$ cat src/rtl/mem_stage_ctrl_pkg.sv
// Shared types and constants for the MEM-stage controller of the pipelined MIPS core.
package mem_stage_ctrl_pkg;

    typedef enum logic {
        ST_IDLE = 1'b0,
        ST_BUSY = 1'b1
    } state_t;

    localparam logic [1:0] M2R_ALU = 2'd0;
    localparam logic [1:0] M2R_MEM = 2'd1;
    localparam logic [1:0] M2R_PC4 = 2'd2;

    localparam int TIMEOUT_MIN = 1;
    localparam int TIMEOUT_MAX = 1023;

    // Bits needed to hold values 0..value-1 (at least 1).
    function automatic int clog2(input int value);
        int r;
        r = 0;
        for (int i = 0; i < 31; i++) begin
            if ((1 << i) < value) r = i + 1;
        end
        return (r < 1) ? 1 : r;
    endfunction

endpackage

$ cat src/rtl/mem_stage_ctrl.sv
// MEM stage: drives a req/ack data memory, stalls upstream while an access is
// outstanding, and registers the MEM/WB fields (with bubbles during the stall).
module mem_stage_ctrl
    import mem_stage_ctrl_pkg::*;
#(
    parameter int TIMEOUT = 255
) (
    input  logic        clk,
    input  logic        reset,
    input  logic [31:0] i_pc_plus4,
    input  logic        i_mem_wr,
    input  logic        i_mem_rd,
    input  logic [31:0] i_alu_out,
    input  logic [31:0] i_data_bus_b,
    input  logic        i_reg_wr,
    input  logic [1:0]  i_mem_to_reg,
    input  logic [4:0]  i_register_rd,
    output logic        o_mem_req,
    output logic        o_mem_we,
    output logic [31:0] o_mem_addr,
    output logic [31:0] o_mem_wdata,
    input  logic        i_mem_ack,
    input  logic [31:0] i_mem_rdata,
    output logic        o_stall,
    output logic [31:0] o_pc_plus4,
    output logic [31:0] o_alu_out,
    output logic [31:0] o_mem_data,
    output logic        o_reg_wr,
    output logic [1:0]  o_mem_to_reg,
    output logic [4:0]  o_register_rd,
    output logic        o_misalign,
    output logic        o_bus_err
);

    localparam int            CW     = clog2(TIMEOUT + 1);
    localparam logic [CW-1:0] CNT_TC = CW'(TIMEOUT);

    state_t        r_state;
    state_t        w_state_nxt;
    logic [CW-1:0] r_cnt;
    logic [CW-1:0] w_cnt_nxt;

    logic        w_is_mem;
    logic        w_misalign;
    logic        w_access;
    logic        w_req;
    logic        w_timeout_hit;
    logic        w_bubble;
    logic [31:0] w_load_data;

    logic [31:0] w_wb_pc;
    logic [31:0] w_wb_alu;
    logic [31:0] w_wb_data;
    logic        w_wb_regwr;
    logic [1:0]  w_wb_m2r;
    logic [4:0]  w_wb_rd;
    logic        w_wb_mis;
    logic        w_wb_berr;

    assign w_is_mem    = i_mem_rd | i_mem_wr;
    assign w_misalign  = w_is_mem & (i_alu_out[1:0] != 2'b00);
    assign w_access    = w_is_mem & (i_alu_out[1:0] == 2'b00);
    // A combined read+write is performed as a write, so no load data returns.
    assign w_load_data = (i_mem_rd & ~i_mem_wr) ? i_mem_rdata : 32'h0;

    assign w_req         = reset & (((r_state == ST_IDLE) & w_access) | (r_state == ST_BUSY));
    assign w_timeout_hit = (r_state == ST_BUSY) & (r_cnt == CNT_TC) & ~i_mem_ack;

    assign o_mem_req   = w_req;
    assign o_mem_we    = i_mem_wr;
    assign o_mem_addr  = i_alu_out;
    assign o_mem_wdata = i_data_bus_b;
    assign o_stall     = w_req & ~i_mem_ack & ~w_timeout_hit;

    always_comb begin
        w_state_nxt = r_state;
        w_cnt_nxt   = r_cnt;
        w_bubble    = 1'b0;
        w_wb_pc     = i_pc_plus4;
        w_wb_alu    = i_alu_out;
        w_wb_data   = 32'h0;
        w_wb_regwr  = i_reg_wr;
        w_wb_m2r    = i_mem_to_reg;
        w_wb_rd     = i_register_rd;
        w_wb_mis    = 1'b0;
        w_wb_berr   = 1'b0;

        if (r_state == ST_IDLE) begin
            if (w_access) begin
                if (i_mem_ack) begin
                    w_wb_data = w_load_data;
                end else begin
                    w_state_nxt = ST_BUSY;
                    w_cnt_nxt   = CW'(1);
                    w_bubble    = 1'b1;
                end
            end else if (w_misalign) begin
                w_wb_regwr = 1'b0;
                w_wb_mis   = 1'b1;
            end
        end else begin
            if (i_mem_ack) begin
                w_wb_data   = w_load_data;
                w_state_nxt = ST_IDLE;
                w_cnt_nxt   = '0;
            end else if (w_timeout_hit) begin
                w_wb_regwr  = 1'b0;
                w_wb_berr   = 1'b1;
                w_state_nxt = ST_IDLE;
                w_cnt_nxt   = '0;
            end else begin
                w_cnt_nxt = r_cnt + CW'(1);
                w_bubble  = 1'b1;
            end
        end

        // Bubble: nothing retires; zero the payload so WB sees a clean NOP.
        if (w_bubble) begin
            w_wb_pc    = 32'h0;
            w_wb_alu   = 32'h0;
            w_wb_data  = 32'h0;
            w_wb_regwr = 1'b0;
            w_wb_m2r   = M2R_ALU;
            w_wb_rd    = 5'd0;
            w_wb_mis   = 1'b0;
            w_wb_berr  = 1'b0;
        end
    end

    always_ff @(posedge clk) begin
        if (!reset) begin
            r_state       <= ST_IDLE;
            r_cnt         <= '0;
            o_pc_plus4    <= 32'h0;
            o_alu_out     <= 32'h0;
            o_mem_data    <= 32'h0;
            o_reg_wr      <= 1'b0;
            o_mem_to_reg  <= 2'b00;
            o_register_rd <= 5'd0;
            o_misalign    <= 1'b0;
            o_bus_err     <= 1'b0;
        end else begin
            r_state       <= w_state_nxt;
            r_cnt         <= w_cnt_nxt;
            o_pc_plus4    <= w_wb_pc;
            o_alu_out     <= w_wb_alu;
            o_mem_data    <= w_wb_data;
            o_reg_wr      <= w_wb_regwr;
            o_mem_to_reg  <= w_wb_m2r;
            o_register_rd <= w_wb_rd;
            o_misalign    <= w_wb_mis;
            o_bus_err     <= w_wb_berr;
        end
    end

endmodule

$ cat config.mk
export PLATFORM = sky130hd
export DESIGN_NAME = mem_stage_ctrl
export DESIGN_NICKNAME = d
export VERILOG_FILES = /design/src/rtl/mem_stage_ctrl_pkg.sv /design/src/rtl/mem_stage_ctrl.sv
export SDC_FILE = /design/constraint.sdc
export NUM_CORES = 1
export LEC_CHECK = 0
export ABC_AREA = 1
export ABC_CLOCK_PERIOD_IN_PS = 2500
export CORE_AREA = 5 5 117 119
export DETAILED_ROUTE_END_ITERATION = 6
export DIE_AREA = 0 0 122 124
export GPL_TIMING_DRIVEN = 0
export HOLD_SLACK_MARGIN = 0.02
export PLACE_DENSITY = 0.8
export SYNTH_ARGS = -nofsm -noshare
export SYNTH_HDL_FRONTEND = slang
export SYNTH_SLANG_ARGS = --single-unit
$ cat constraint.sdc
create_clock -name clk -period 2.5 [get_ports clk]
set_input_delay 0.5 -clock clk [delete_from_list [all_inputs] [get_ports clk]]
set_output_delay 0.5 -clock clk [all_outputs]
set_load 0.01 [all_outputs]
==> results of run 1 <==
[stage by stage]
step / worst slack [ns] / total power, mW / area (um^2) / utilization / hold WS (ns)
6_report: 0.206 / 5.04 / 7790 / 0.625 / 0.491
3_3_place_gp: -0.497 / 2.71 / 7180 / 0.576 / 0.477
5_1_grt: 0.0325 / 5.25 / 7790 / 0.625 / 0.513
3_5_place_dp: -0.542 / 2.72 / 7180 / 0.576 / 0.487
4_1_cts: 0.0836 / 5.10 / 7790 / 0.625 / 0.495
2_1_floorplan: 0.827 / 2.24 / 4160 / - / 0.458
[timing repair]
action / 4_1_cts / 5_1_grt
buffers inserted: 0 / 0
hold buffers: 0 / 0
pin swaps: 1 / 1
gates resized for setup: 12 / 3
cloned: 0 / 0
endpoints found under the setup margin: 2 / 2
[critical path, stage by stage (launching register included)]
cell           delay [ns]
dfxtp_1              0.39
ha_1                 0.22
nand2_2              0.11
nor2_4               0.16
nand2_2              0.09
nand3_4              0.11
nor2_1               0.04
dlygate4sd2_1        0.28
[per-layer routing]
| layer | track usage | routed length [um] | vias up |
|---|---|---|---|
| li1 | - | - | 1898 |
| met1 | 0.167 | 4490 | 1677 |
| met2 | 0.299 | 6840 | 209 |
| met3 | 0.0858 | 1670 | 24 |
| met4 | 0.0763 | 308 | 0 |
| met5 | 0 | 0 | - |
[cell families after synthesis]
kind of cell | after synthesis | share of synthesized area
and+or+nand+nor | 168 | 0.208
adders and majority gates | 1 | 0.00301
buffers and inverters | 164 | 0.220
AOI/OAI and AO/OA | 11 | 0.0144
DFF | 115 | 0.554
[layout by cell type, fill, tap and decap left out, types with 3 or more instances in the layout]
cell type,netlist,final
inv_1,86,86
nor2_2,25,24
dlygate4sd2_1,0,4
clkbuf_16,0,17
buf_4,65,65
nand2_1,34,32
clkinv_2,0,4
clkbuf_8,0,4
nand3b_1,3,3
dfxtp_1,115,115
nand3_1,8,8
clkbuf_1,3,4
buf_6,7,8
nor2_1,60,59
clkdlybuf4s50_1,0,276
nand2_2,2,3
a21oi_1,7,7
nor3b_1,32,32
[final cells by class]
class                   instances  share of cell area
repair buffers                281               0.360
flip-flops and latches        115               0.295
multi-input cells             180               0.123
plain buffers                  78              0.0769
clock buffers                  22              0.0621
inverters                      86              0.0414
well taps                     172              0.0276
clock inverters                 9              0.0133
[power groups by stage]
stage                     clock [mW]  combinational, mW  sequential (mW)
after detailed placement           0              0.754             1.97
after global routing            2.51              0.803             1.94
after CTS                       2.41              0.762             1.93
after global placement             0              0.749             1.97
final                           2.36              0.748             1.93
after floorplan                    0              0.236             2.01
[how the worst min path moves through the flow]
stage	startpoint	to	slack [ns]
floorplan	r_state$_SDFF_PN0_	r_cnt[0]$_SDFFE_PN0P_	0.46
global placement	r_cnt[1]$_SDFFE_PN0P_	r_cnt[1]$_SDFFE_PN0P_	0.48
detailed placement	r_cnt[1]$_SDFFE_PN0P_	r_cnt[1]$_SDFFE_PN0P_	0.49
CTS	r_cnt[1]$_SDFFE_PN0P_	r_cnt[1]$_SDFFE_PN0P_	0.50
global route	r_cnt[1]$_SDFFE_PN0P_	r_cnt[1]$_SDFFE_PN0P_	0.51
finish	r_cnt[1]$_SDFFE_PN0P_	r_cnt[1]$_SDFFE_PN0P_	0.49
==> results.sh, run 1 <==
export IMPL_status="finished clean"
export IMPL_combPwrFrac=0.149
export IMPL_syn_area_um2=4160
export IMPL_port_buffers=281
export IMPL_crit_path_start="r_cnt[0]$_SDFFE_PN0P_"
export IMPL_clkSinkCount=115
export IMPL_slew_violations=0
export IMPL_cts_htree_levels=4
export IMPL_synth_most_common_cell="dfxtp_1"
export IMPL_synth_fp_nets=601
export IMPL_seq_area_frac_synth=0.554
export IMPL_hold_viol_final=0
export IMPL_crit_path_start_kind="flip-flop"
export IMPL_first_pass_iters=4
export IMPL_p_per_area_nw_per_um2=646
export IMPL_rsz0062_at_grt="false"
export IMPL_grt_util_all_layers=0.169
export IMPL_p_sw_frac=0.217
export IMPL_cts_buffers=17
export IMPL_fin_crit_sh=0.918
export IMPL_fin_crit_ns=2.29
export IMPL_criticalPathCategory="reg -> out"
export IMPL_fin_setup_tns_ns=0
export IMPL_dp_cells=912
export IMPL_ff_latch_area_um2=2300
export IMPL_first_global_vias=3816
export IMPL_grt_pass1_wl_mm=19.2
export IMPL_hpwl_mm=10.6
export IMPL_leakagePower_nw=3.41
export IMPL_min_path_cells=2
export IMPL_cts_tree="yes"
export IMPL_wire_per_inst_um=14.1
export IMPL_dominantRegCellSynth="dfxtp_1"
export IMPL_reg2reg_depth=8
export IMPL_max_cap_violations=0
export IMPL_p_int_mw=3.94
export IMPL_min_path_type="reg -> reg"
export IMPL_dieArea_um2=15100
export IMPL_cts_reportedPaths_clkPinSlew_ns=0.05
export IMPL_max_freq_mhz=436
export IMPL_insertion_delay_ns=0.40
export IMPL_final_cells=943
export IMPL_yosys_area_top_type="dfxtp_1"
export IMPL_slew_headroom=0.697
export IMPL_drc=0
export IMPL_multiInputGateArea_um2=961
export IMPL_synthCells=459
export IMPL_synth_top_area_frac=0.554
export IMPL_tightest_slew_ns=0.454
export IMPL_coreArea_um2=12500
export IMPL_synth_commonest_cells="dfxtp_1, inv_1, buf_4"
export IMPL_netlist_top_cells_area="dfxtp_1, buf_4, inv_1"
export IMPL_clock_skew_ns=0.00920
export IMPL_p_sw_mw=1.09
export IMPL_cts_buffer_depth=2
export IMPL_drtIter0Drc=148
export IMPL_n_fill_cell=1020
export IMPL_reg2reg_slack_ns=0.88
export IMPL_arrival_ns=1.79
export IMPL_io_pin_count=314
export IMPL_dieWidth_um=122
export IMPL_postRouteAntennaNets=0
export IMPL_synth_distinct_cells=20
export IMPL_cts_root_buf="clkbuf_16"
export IMPL_antenna_found_initial=0
export IMPL_async_flop_share=0
export IMPL_r2r_end="o_pc_plus4[23]$_SDFF_PP0_"
export IMPL_drive_above_1_share=0.179
export IMPL_finalSetupViolCount=0
export IMPL_largestRegisters="o_alu_out: 32 flops, o_mem_data: 32 flops, o_pc_plus4: 32 flops"
export IMPL_critPathCaptureType="output port"
export IMPL_num_rows=41
export IMPL_wirelength_mm=13.3
export IMPL_die_y_um=124
export IMPL_grt_overflow=0
export IMPL_initial_utilization=0.333
export IMPL_worstPathRequired_ns=2.00
export IMPL_gp_congestion=0.822
export IMPL_r2r_start="r_cnt[0]$_SDFFE_PN0P_"
export IMPL_area_delta_synth_final_pct=87.4
export IMPL_ys_warnings_count=0
export IMPL_antenna_cells=0
export IMPL_clkPwrFrac=0.468
export IMPL_critical_path_endpoint="o_stall"
export IMPL_viasPerCell=4.04
export IMPL_synth_seq_cells=115
export IMPL_grt_max_degree=17
export IMPL_syn_avg_cell_area_um2=9.06
export IMPL_crit_fanout=4
export IMPL_peakVddDrop_v=0.000335
export IMPL_synth_edff_count=0
export IMPL_seq_power_share=0.383
export IMPL_final_nets=901
export IMPL_num_vias=3808
No activity file was read; power rests on OpenSTA's default activity.
==> inputs of run 2 (changes only) <==
Settings changed: CTS_CLUSTER_DIAMETER from default to 60.
==> results of run 2 <==
Same layout as run 1: the final DEF is identical, and so are final timing and power.
